===== src/rtl/ctrl_pkg.sv =====
// Shared definitions for the accumulator-datapath sequencer:
// opcodes, register select codes, ALU op codes and FSM states.
package ctrl_pkg;

    localparam int INST_W = 32;
    localparam int DATA_W = 32;

    localparam logic [2:0] OP_ADD = 3'b000;
    localparam logic [2:0] OP_SUB = 3'b001;
    localparam logic [2:0] OP_DIV = 3'b010;
    localparam logic [2:0] OP_MUL = 3'b011;
    localparam logic [2:0] OP_MC  = 3'b100;
    localparam logic [2:0] OP_HLT = 3'b101;
    localparam logic [2:0] OP_MR  = 3'b110;
    localparam logic [2:0] OP_MW  = 3'b111;

    localparam logic [1:0] REG_A    = 2'b00;
    localparam logic [1:0] REG_B    = 2'b01;
    localparam logic [1:0] REG_ACC  = 2'b10;
    localparam logic [1:0] REG_ZERO = 2'b11;

    localparam logic [3:0] ALU_NOP = 4'b0000;
    localparam logic [3:0] ALU_ADD = 4'b1000;
    localparam logic [3:0] ALU_SUB = 4'b0100;
    localparam logic [3:0] ALU_DIV = 4'b0001;
    localparam logic [3:0] ALU_MUL = 4'b0010;

    typedef enum logic [3:0] {
        ST_IDLE,
        ST_FETCH,
        ST_DECODE,
        ST_EXEC,
        ST_MEM_RD,
        ST_MEM_WB,
        ST_MEM_WR,
        ST_CLEAR,
        ST_HALT
    } state_t;

    // A destination code with the upper bit set always means the accumulator.
    function automatic logic [1:0] dst_to_waddr(input logic [1:0] dst);
        return dst[1] ? REG_ACC : dst;
    endfunction

endpackage


===== src/rtl/seq_decode.sv =====
// Combinational instruction decoder: splits the instruction register into
// its fields and classifies the opcode.
module seq_decode
    import ctrl_pkg::*;
(
    input  logic [INST_W-1:0] ir,
    output logic [1:0]        src,
    output logic [1:0]        dst,
    output logic [24:0]       imm,
    output logic              is_alu,
    output logic              is_div,
    output logic              is_mr,
    output logic              is_mw,
    output logic              is_mc,
    output logic              is_hlt,
    output logic [3:0]        alu_op
);

    logic [2:0] op;

    assign op  = ir[31:29];
    assign src = ir[28:27];
    assign dst = ir[26:25];
    assign imm = ir[24:0];

    assign is_div = (op == OP_DIV);

    // Classify the opcode and pick the matching ALU function.
    always_comb begin
        is_alu = 1'b0;
        is_mr  = 1'b0;
        is_mw  = 1'b0;
        is_mc  = 1'b0;
        is_hlt = 1'b0;
        alu_op = ALU_NOP;
        case (op)
            OP_ADD: begin is_alu = 1'b1; alu_op = ALU_ADD; end
            OP_SUB: begin is_alu = 1'b1; alu_op = ALU_SUB; end
            OP_DIV: begin is_alu = 1'b1; alu_op = ALU_DIV; end
            OP_MUL: begin is_alu = 1'b1; alu_op = ALU_MUL; end
            OP_MC:  is_mc  = 1'b1;
            OP_HLT: is_hlt = 1'b1;
            OP_MR:  is_mr  = 1'b1;
            OP_MW:  is_mw  = 1'b1;
        endcase
    end

endmodule


===== src/rtl/seq_control.sv =====
// Multi-cycle sequencer for the accumulator datapath. Fetches one
// instruction at a time and steps the register bank, ALU and data memory.
// Data outputs are held in registers so they keep their last driven value
// between the cycles in which the FSM actively drives them.
module seq_control
    import ctrl_pkg::*;
#(
    parameter int PC_W      = 4,
    parameter int ADDR_W    = 8,
    parameter int MEM_DEPTH = 256
) (
    input  logic              CLK,
    input  logic              RST_N,
    input  logic              start,
    output logic              inst_req,
    output logic [PC_W-1:0]   inst_addr,
    input  logic              inst_ack,
    input  logic [INST_W-1:0] inst,
    output logic [1:0]        rb_raddr1,
    output logic [1:0]        rb_raddr2,
    input  logic [DATA_W-1:0] rb_rdata1,
    input  logic [DATA_W-1:0] rb_rdata2,
    output logic              rb_we,
    output logic [1:0]        rb_waddr,
    output logic [DATA_W-1:0] rb_wdata,
    output logic [DATA_W-1:0] alu_a,
    output logic [DATA_W-1:0] alu_b,
    output logic [3:0]        alu_op,
    input  logic [DATA_W-1:0] alu_res,
    output logic              mem_en,
    output logic              mem_we,
    output logic [ADDR_W-1:0] mem_addr,
    output logic [DATA_W-1:0] mem_wdata,
    input  logic [DATA_W-1:0] mem_rdata,
    output logic              busy,
    output logic              halted,
    output logic              err
);

    localparam logic [ADDR_W-1:0] CNT_LAST = ADDR_W'(MEM_DEPTH - 1);

    state_t state;
    state_t state_next;

    logic [PC_W-1:0]   pc;
    logic [INST_W-1:0] ir;
    logic [DATA_W-1:0] op_a;
    logic [DATA_W-1:0] op_b;
    logic [ADDR_W-1:0] cnt;
    logic              err_q;

    logic [1:0]        raddr1_q;
    logic [1:0]        raddr2_q;
    logic [1:0]        waddr_q;
    logic [DATA_W-1:0] wdata_q;
    logic [DATA_W-1:0] alu_a_q;
    logic [DATA_W-1:0] alu_b_q;
    logic [3:0]        alu_op_q;
    logic [ADDR_W-1:0] mem_addr_q;
    logic [DATA_W-1:0] mem_wdata_q;

    logic [1:0]  dec_src;
    logic [1:0]  dec_dst;
    logic [24:0] dec_imm;
    logic        dec_is_alu;
    logic        dec_is_div;
    logic        dec_is_mr;
    logic        dec_is_mw;
    logic        dec_is_mc;
    logic        dec_is_hlt;
    logic [3:0]  dec_alu_op;
    logic        div_zero;
    logic        unused_imm;

    seq_decode u_decode (
        .ir     (ir),
        .src    (dec_src),
        .dst    (dec_dst),
        .imm    (dec_imm),
        .is_alu (dec_is_alu),
        .is_div (dec_is_div),
        .is_mr  (dec_is_mr),
        .is_mw  (dec_is_mw),
        .is_mc  (dec_is_mc),
        .is_hlt (dec_is_hlt),
        .alu_op (dec_alu_op)
    );

    assign div_zero   = dec_is_div && (op_b == '0);
    assign unused_imm = ^dec_imm[24:ADDR_W];

    // State register; reset drops straight back to IDLE, aborting any clear.
    always_ff @(posedge CLK or negedge RST_N) begin
        if (!RST_N) state <= ST_IDLE;
        else        state <= state_next;
    end

    // Next-state logic: one step of the instruction per cycle.
    always_comb begin
        state_next = state;
        case (state)
            ST_IDLE:   if (start) state_next = ST_FETCH;
            ST_FETCH:  if (inst_ack) state_next = ST_DECODE;
            ST_DECODE: begin
                if (dec_is_alu)      state_next = ST_EXEC;
                else if (dec_is_mr)  state_next = ST_MEM_RD;
                else if (dec_is_mw)  state_next = ST_MEM_WR;
                else if (dec_is_mc)  state_next = ST_CLEAR;
                else if (dec_is_hlt) state_next = ST_HALT;
            end
            ST_EXEC:   state_next = div_zero ? ST_HALT : ST_FETCH;
            ST_MEM_RD: state_next = ST_MEM_WB;
            ST_MEM_WB: state_next = ST_FETCH;
            ST_MEM_WR: state_next = ST_FETCH;
            ST_CLEAR:  if (cnt == CNT_LAST) state_next = ST_FETCH;
            ST_HALT:   state_next = ST_HALT;
            default:   state_next = ST_IDLE;
        endcase
    end

    // Program counter, instruction register, operand latches, clear counter and error flag.
    always_ff @(posedge CLK or negedge RST_N) begin
        if (!RST_N) begin
            pc    <= '0;
            ir    <= '0;
            op_a  <= '0;
            op_b  <= '0;
            cnt   <= '0;
            err_q <= 1'b0;
        end else begin
            case (state)
                ST_IDLE: if (start) pc <= '0;
                ST_FETCH: begin
                    if (inst_ack) begin
                        ir <= inst;
                        pc <= pc + 1'b1;
                    end
                end
                ST_DECODE: begin
                    op_a <= rb_rdata1;
                    op_b <= (dec_src == REG_ZERO) ? '0 : rb_rdata2;
                    cnt  <= '0;
                end
                ST_EXEC:  if (div_zero) err_q <= 1'b1;
                ST_CLEAR: cnt <= cnt + 1'b1;
                default: ;
            endcase
        end
    end

    // Output logic: strobes default low, data outputs default to their held value.
    always_comb begin
        inst_req  = 1'b0;
        rb_we     = 1'b0;
        mem_en    = 1'b0;
        mem_we    = 1'b0;
        rb_raddr1 = raddr1_q;
        rb_raddr2 = raddr2_q;
        rb_waddr  = waddr_q;
        rb_wdata  = wdata_q;
        alu_a     = alu_a_q;
        alu_b     = alu_b_q;
        alu_op    = alu_op_q;
        mem_addr  = mem_addr_q;
        mem_wdata = mem_wdata_q;
        case (state)
            ST_FETCH: inst_req = 1'b1;
            ST_DECODE: begin
                rb_raddr1 = REG_ACC;
                rb_raddr2 = dec_src;
            end
            ST_EXEC: begin
                alu_a  = op_a;
                alu_b  = op_b;
                alu_op = dec_alu_op;
                if (!div_zero) begin
                    rb_we    = 1'b1;
                    rb_waddr = REG_ACC;
                    rb_wdata = alu_res;
                end
            end
            ST_MEM_RD: begin
                mem_en   = 1'b1;
                mem_addr = dec_imm[ADDR_W-1:0];
            end
            ST_MEM_WB: begin
                rb_we    = 1'b1;
                rb_waddr = dst_to_waddr(dec_dst);
                rb_wdata = mem_rdata;
            end
            ST_MEM_WR: begin
                mem_en    = 1'b1;
                mem_we    = 1'b1;
                mem_addr  = dec_imm[ADDR_W-1:0];
                mem_wdata = op_b;
            end
            ST_CLEAR: begin
                mem_en    = 1'b1;
                mem_we    = 1'b1;
                mem_addr  = cnt;
                mem_wdata = '0;
            end
            default: ;
        endcase
    end

    // Capture whatever the data outputs showed this cycle so they hold afterwards.
    always_ff @(posedge CLK or negedge RST_N) begin
        if (!RST_N) begin
            raddr1_q    <= '0;
            raddr2_q    <= '0;
            waddr_q     <= '0;
            wdata_q     <= '0;
            alu_a_q     <= '0;
            alu_b_q     <= '0;
            alu_op_q    <= '0;
            mem_addr_q  <= '0;
            mem_wdata_q <= '0;
        end else begin
            raddr1_q    <= rb_raddr1;
            raddr2_q    <= rb_raddr2;
            waddr_q     <= rb_waddr;
            wdata_q     <= rb_wdata;
            alu_a_q     <= alu_a;
            alu_b_q     <= alu_b;
            alu_op_q    <= alu_op;
            mem_addr_q  <= mem_addr;
            mem_wdata_q <= mem_wdata;
        end
    end

    assign inst_addr = pc;
    assign busy      = (state != ST_IDLE) && (state != ST_HALT);
    assign halted    = (state == ST_HALT);
    assign err       = err_q;

endmodule

===== config.mk =====
export PLATFORM = sky130hd
export DESIGN_NAME = seq_control
export DESIGN_NICKNAME = d
export VERILOG_FILES = /design/src/rtl/ctrl_pkg.sv /design/src/rtl/seq_decode.sv /design/src/rtl/seq_control.sv
export SDC_FILE = /design/constraint.sdc
export NUM_CORES = 1
export LEC_CHECK = 0
export BUFFER_PORTS_ARGS = -buffer_cell sky130_fd_sc_hd__buf_2
export CAP_MARGIN = 0
export CORE_MARGIN = 4
export CORE_UTILIZATION = 45
export DETAILED_ROUTE_END_ITERATION = 10
export GPL_TIMING_DRIVEN = 0
export PLACE_DENSITY_LB_ADDON = 0.1
export RECOVER_POWER = 25
export SYNTH_ARGS = -nofsm -noshare
export SYNTH_HDL_FRONTEND = slang
export SYNTH_SLANG_ARGS = --single-unit

===== constraint.sdc =====
create_clock -name CLK -period 3.27 [get_ports CLK]
set_input_delay 0.4905 -clock CLK [delete_from_list [all_inputs] [get_ports CLK]]
set_output_delay 0.4905 -clock CLK [all_outputs]
set_load 0.1 [all_outputs]

Word-level counts from Yosys, hierarchy flattened
Cells that the tools add are included.
{"block": "totals", "regBits": 259, "input_bits": 164, "output_inout_bits": 157, "word_cells": 95}
{"block": "classes", "n_addsub": 2, "n_eq_ne": 22, "mux": 38, "n_reduce_logical": 17}
{"cell": "$mux 32", "count": 4}
{"cell": "$pmux 32 s2", "count": 2}
{"cell": "$mux 4", "count": 12}
{"cell": "$logic_not 32->1", "count": 1}
{"cell": "$pmux 4 s8", "count": 1}
{"cell": "$pmux 8 s2", "count": 2}
{"cell": "$eq 4x3->1 const B", "count": 4}
{"cell": "$pmux 4 s4", "count": 1}
{"cell": "$eq 3x3->1 const B", "count": 4}
{"cell": "$mux 1", "count": 9}
{"cell": "$add 8x1->8 const B", "count": 1}
{"cell": "$eq 4x2->1 const B", "count": 2}
{"cell": "$eq 8x8->1 const B", "count": 1}
{"cell": "$mux 2", "count": 4}
{"cell": "$pmux 4 s2", "count": 1}
{"cell": "$eq 3x2->1 const B", "count": 2}
{"cell": "$ne 2x2->1 const B", "count": 3}
{"cell": "$ne 6x6->1 const B", "count": 1}
{"cell": "$reduce_or 2->1", "count": 3}
{"cell": "$add 4x1->4 const B", "count": 1}
{"cell": "$eq 4x1->1 const B", "count": 1}
{"cell": "$eq 4x4->1 const B", "count": 1}
{"cell": "$logic_not 4->1", "count": 1}
{"cell": "$ne 4x4->1 const B", "count": 1}
{"cell": "13 further kinds", "count": 16}

Depth between registers and ports, before layout
{"block": "depth", "depth_word": 8, "mapped_depth": 8, "depth_no_buf": 6}

Hierarchy
From an unflattened synthesis, not the netlist that was laid out.
{"block": "unflattened", "hier_cells": 1099, "hier_area_um2": 10751.6}
{"module": "seq_control", "instances": 1, "cells_per_inst": 1060, "area_each_um2": 10452.5, "seq_area_each_um2": 6481.2}
{"module": "seq_decode", "instances": 1, "cells_per_inst": 39, "area_each_um2": 299.0, "seq_area_each_um2": 0.0}

Worst setup path after synthesis
No wires, ideal clock.
{"block": "synth_path", "path_kind": "register to output", "start": "register state[2]", "end": "output port alu_op[3]", "arrival_time_ps": 4218, "required_time_ps": 2779, "path_slack_ps": -1439, "path_stages_with_launch": 6, "path_buffers": 2, "cell_sequence": "dfrtp_1 > buf_2 > nor2_2 > nand3_1 > clkbuf_1 > o41ai_1"}
{"block": "synth_between", "elab_chain_len": 2}
{"element": "from (decl)", "line_no": "seq_control.sv:42", "text": "state_t state;"}
{"element": "from (signal assigned)", "line_no": "seq_control.sv:95", "text": "else state <= state_next;"}
{"element": "$eq 4x2->1", "line_no": "seq_control.sv:166", "text": "case (state)"}
{"element": "$mux 4", "line_no": "seq_control.sv:166"}
{"element": "to (decl)", "line_no": "seq_control.sv:28", "text": "output logic [3:0] alu_op,"}
Every way passes these cells.

Worst setup path after layout
{"block": "layout_path", "start": "register op_b[5]", "end": "output port rb_wdata[29]"}
{"block": "layout_between", "elab_chain_len": 4}
{"element": "from (decl)", "line_no": "seq_control.sv:48", "text": "logic [DATA_W-1:0] op_b;"}
{"element": "from (signal assigned)", "line_no": "seq_control.sv:141", "text": "op_b <= (dec_src == REG_ZERO) ? '0 : rb_rdata2;"}
{"element": "$logic_not 32->1", "line_no": "seq_control.sv:89", "text": "assign div_zero = dec_is_div && (op_b == '0);"}
{"element": "$logic_and 1x1->1", "line_no": "seq_control.sv:89"}
{"element": "$mux 32", "line_no": "seq_control.sv:176", "text": "if (!div_zero) begin"}
{"element": "$pmux 32 s2", "line_no": "seq_control.sv:166"}
{"element": "to (decl)", "line_no": "seq_control.sv:25", "text": "output logic [DATA_W-1:0] rb_wdata,"}
Every way passes these cells.

==> results.md <==
- Iter 0 DRT Violations: 565
- Layout cells sized above 1: 31.2%
- Filler cells: 1925
- Post-synthesis register bit count: 242
- Antenna violations before repair: 4
- Core Area: 22000 sq um
- Clock Skew: approximately 0.019 ns
- Vias per std cell: just over 5
- Rel. slew slack: 3.73%
- Gpl congestion: a little over 0.8
- Vias: 8854
- Seq/Total Area, Yosys: roughly 60%
- Worst-Margin Slew: approximately 1.4 ns
- Worst hold slack: 0.151 ns
- CP peak stage delay: 0.42 ns
- Worst-Skew Late Latency: ~0.52 ns
- CTS Root Cell: clkbuf_16
- Cells on worst reg2reg path: 6
- Tcrit/Tclk final: 96.7%
- 1st-pass router iterations: 5
- CP Data Arrival Time: roughly 2.7 ns
- Cells on Worst Hold Path: 3
- I/O Buffers: 303
- Synth Net Count: 1273
- Post-synth EDFFs: 0
- Largest net degree at the start of global routing: 96
- CTS Buf Count: 26
- Die Wd: 158 microns
- Finish-stage setup viols: 0
- Worst R2R End: ir[26]
- GRT overflow: 0
- Cells after synthesis: 1107
- Cell Count Post-Placement: 1692
- Nets: roughly 1600
- FMAX: 0.316 GHz
- Worst path cell trace: nor4_1 > nand2_1 > nor3_4 > nor2_4 > buf_6 > o221ai_2 > buf_8
- Layout Cells excl Fill: roughly 1700
- # IOs: 321
- Reg2Reg Launch Point: state[0]
- Die Footprint: around 25000 sq um
- Main flop type after synthesis: dfrtp_1
- # clock sinks: 242
- Total track usage: 23.1%
- Worst endpoint required time: 2.78 ns
- Sink of the worst hold path: op_a[16]
- Die height: 158 microns
- Async S/R FF share, synth: between 90% and 100%
- P&R area growth vs syn: 33.8%
- Commonest non-fill, non-tap cells in the layout: nand2_1, dfrtp_1, buf_2, buf_4, buf_6
- Crit path time final: 3.16 ns
- Commonest non-fill, non-tap cell in the layout: nand2_1
- CP max-delay cell: dfrtp_1
- Path category of the worst min-delay check: in2reg
- Antenna viol nets, final: 0
- Max-cap violation count: 0
- Vias in the first global route: roughly 8600
- CP max FO: 10
- Hold Vio Cnt, Final: 0
- Min setup slack post-route: ~0.11 ns
- Final WL: 29700 microns
- Wire per inst: 17.1 microns
- Slew Viols, Final: 0
- DRC viols: 0
- Crit path buf inv count: 2
- Status: finished, final reports clean
- Top Family by Delay on Critical Path: simple AND/OR/NAND/NOR gates
- Worst setup SP type: register
- Synth Warn #: 0
- Syn_area_per_cell: 9.19 sq um
- Htree depth: 1
- Post-DP HPWL: 21500 microns
- Setup WS pre-CTS: -0.150 ns
- Initial Util: 46.2%
- R2R setup slack: 1.06 ns
- CTS max path bufs: 3
- First-pass GRT wire length: 46300 microns
- Netlist Area Pre-Place: 10200 sq um
- Cell variety after synth: 44
- Kind of critical path: reg2out
- CTS tree: built
- Fin util: 61.8%
- HP Start: rb_rdata1[16]
- Crit. End Element: output pin
- Clock transition at the registers of the reported paths: ~0.06 ns
- # rows: between 50 and 60
-- what timing repair did --
item | 4_1_cts | 5_1_grt
hold endpoints to repair | 56 | 0
pin swaps | 1 | 3
endpoints found under the setup margin | 131 | 111
buffers inserted | 1 | 0
hold buffers | 1 | 0
resized for setup | 163 | 44
-- worst register-to-register path, delay by kind of cell, from the launching register on --
kind / cells / cell delay [ns]
buffers and inverters: 2 / 0.47
AND/OR/NAND/NOR: 3 / 0.76
multiplexers: 1 / 0.31
flip-flops: 1 / 0.55
-- cells by family (layout without fill, tap and decap cells) --
| logic type | after synthesis | after routing | synth area share (%) |
|---|---|---|---|
| mux | 17 | 17 | 1.87 |
| fa+ha+maj | 2 | 2 | 0.246 |
| xor+xnor | 2 | 2 | 0.172 |
| simple gates | 650 | 650 | 25.6 |
| other cells | 0 | 2 | 0 |
| buf+inv | 75 | 428 | 3.25 |
| flops | 242 | 242 | 59.5 |
| compound gates | 119 | 119 | 9.33 |
-- worst max path at each step --
stage | from | cells after the start | endpoint
after floorplan | state[3] | 6 | mem_wdata[11]
after global placement | RST_N | 1 | alu_a_q[16]
after detailed placement | op_b[13] | 7 | rb_wdata[14]
after CTS | state[3] | 8 | rb_wdata[29]
after global routing | op_b[16] | 7 | rb_wdata[17]
final | op_b[5] | 7 | rb_wdata[29]
-- metrics by stage --
| stage | TNS (ns) | instance area, sq um |
|---|---|---|
| 6_report | 0 | 13600 |
| 5_1_grt | -0.0121 | 13600 |
| 3_3_place_gp | -652.47 | 12100 |
| 3_5_place_dp | -3.82 | 12100 |
| 2_1_floorplan | -9.76 | 10200 |
| 4_1_cts | 0 | 13500 |
-- per-layer routing --
layer / GRT usage, % / wire [microns] / part of all wire [%] / vias to the layer above
li1: - / - / - / 4303
met1: 32.6 / 12900 / 43 / 4236
met2: 36.5 / 14100 / 48 / 263
met3: 5.60 / 2030 / 6.8 / 46
met4: 5.73 / 627 / 2.1 / 6
met5: 0 / 34 / 0.11 / -
-- state kept, by name, summed over array words and instances, names as in the netlist --
signal and flops:
wdata_q 32, alu_a_q 32, mem_addr_q 8, raddr1_q 2
op_b 32, mem_wdata_q 32, inst_addr 4, ir 15
alu_b_q 32, state 4, err 1, cnt 8
waddr_q 2, raddr2_q 2, alu_op_q 4, op_a 32
-- synth_stat cells (3+ instances only) --
cell | number | area share, %
o221ai_1 | 3 | 0.26
o221ai_2 | 29 | 4.3
nor4_1 | 8 | 0.49
clkbuf_1 | 42 | 1.5
buf_1 | 5 | 0.18
dfrtp_1 | 242 | 60
nand2_1 | 551 | 20
mux2_2 | 16 | 1.8
nand3_1 | 40 | 2.0
nor3_1 | 3 | 0.15
inv_1 | 5 | 0.18
o22ai_1 | 8 | 0.49
buf_6 | 3 | 0.33
a21oi_1 | 11 | 0.54
nand4_1 | 3 | 0.18
nand2b_1 | 8 | 0.49
and3_1 | 6 | 0.37
buf_2 | 18 | 0.89
o21ai_0 | 55 | 2.7
nor2_1 | 19 | 0.70
-- layout make-up --
type | count | area [sq um] | share of cell area [%]
Timing Repair Buffer | 307 | 2060 | 15.1
Buffer | 68 | 354 | 2.60
Inverter | 6 | 22.5 | 0.165
Clock buffer | 38 | 767 | 5.63
Clock inverter | 9 | 120 | 0.882
Multi-Input combinational cell | 790 | 3880 | 28.5
Sequential cell | 242 | 6060 | 44.5
Antenna cell | 2 | 5.00 | 0.0368
Tap cell | 280 | 350 | 2.57
Power is not shown: default switching activity piles up to over one toggle a cycle in this logic, so the estimate is an artifact.
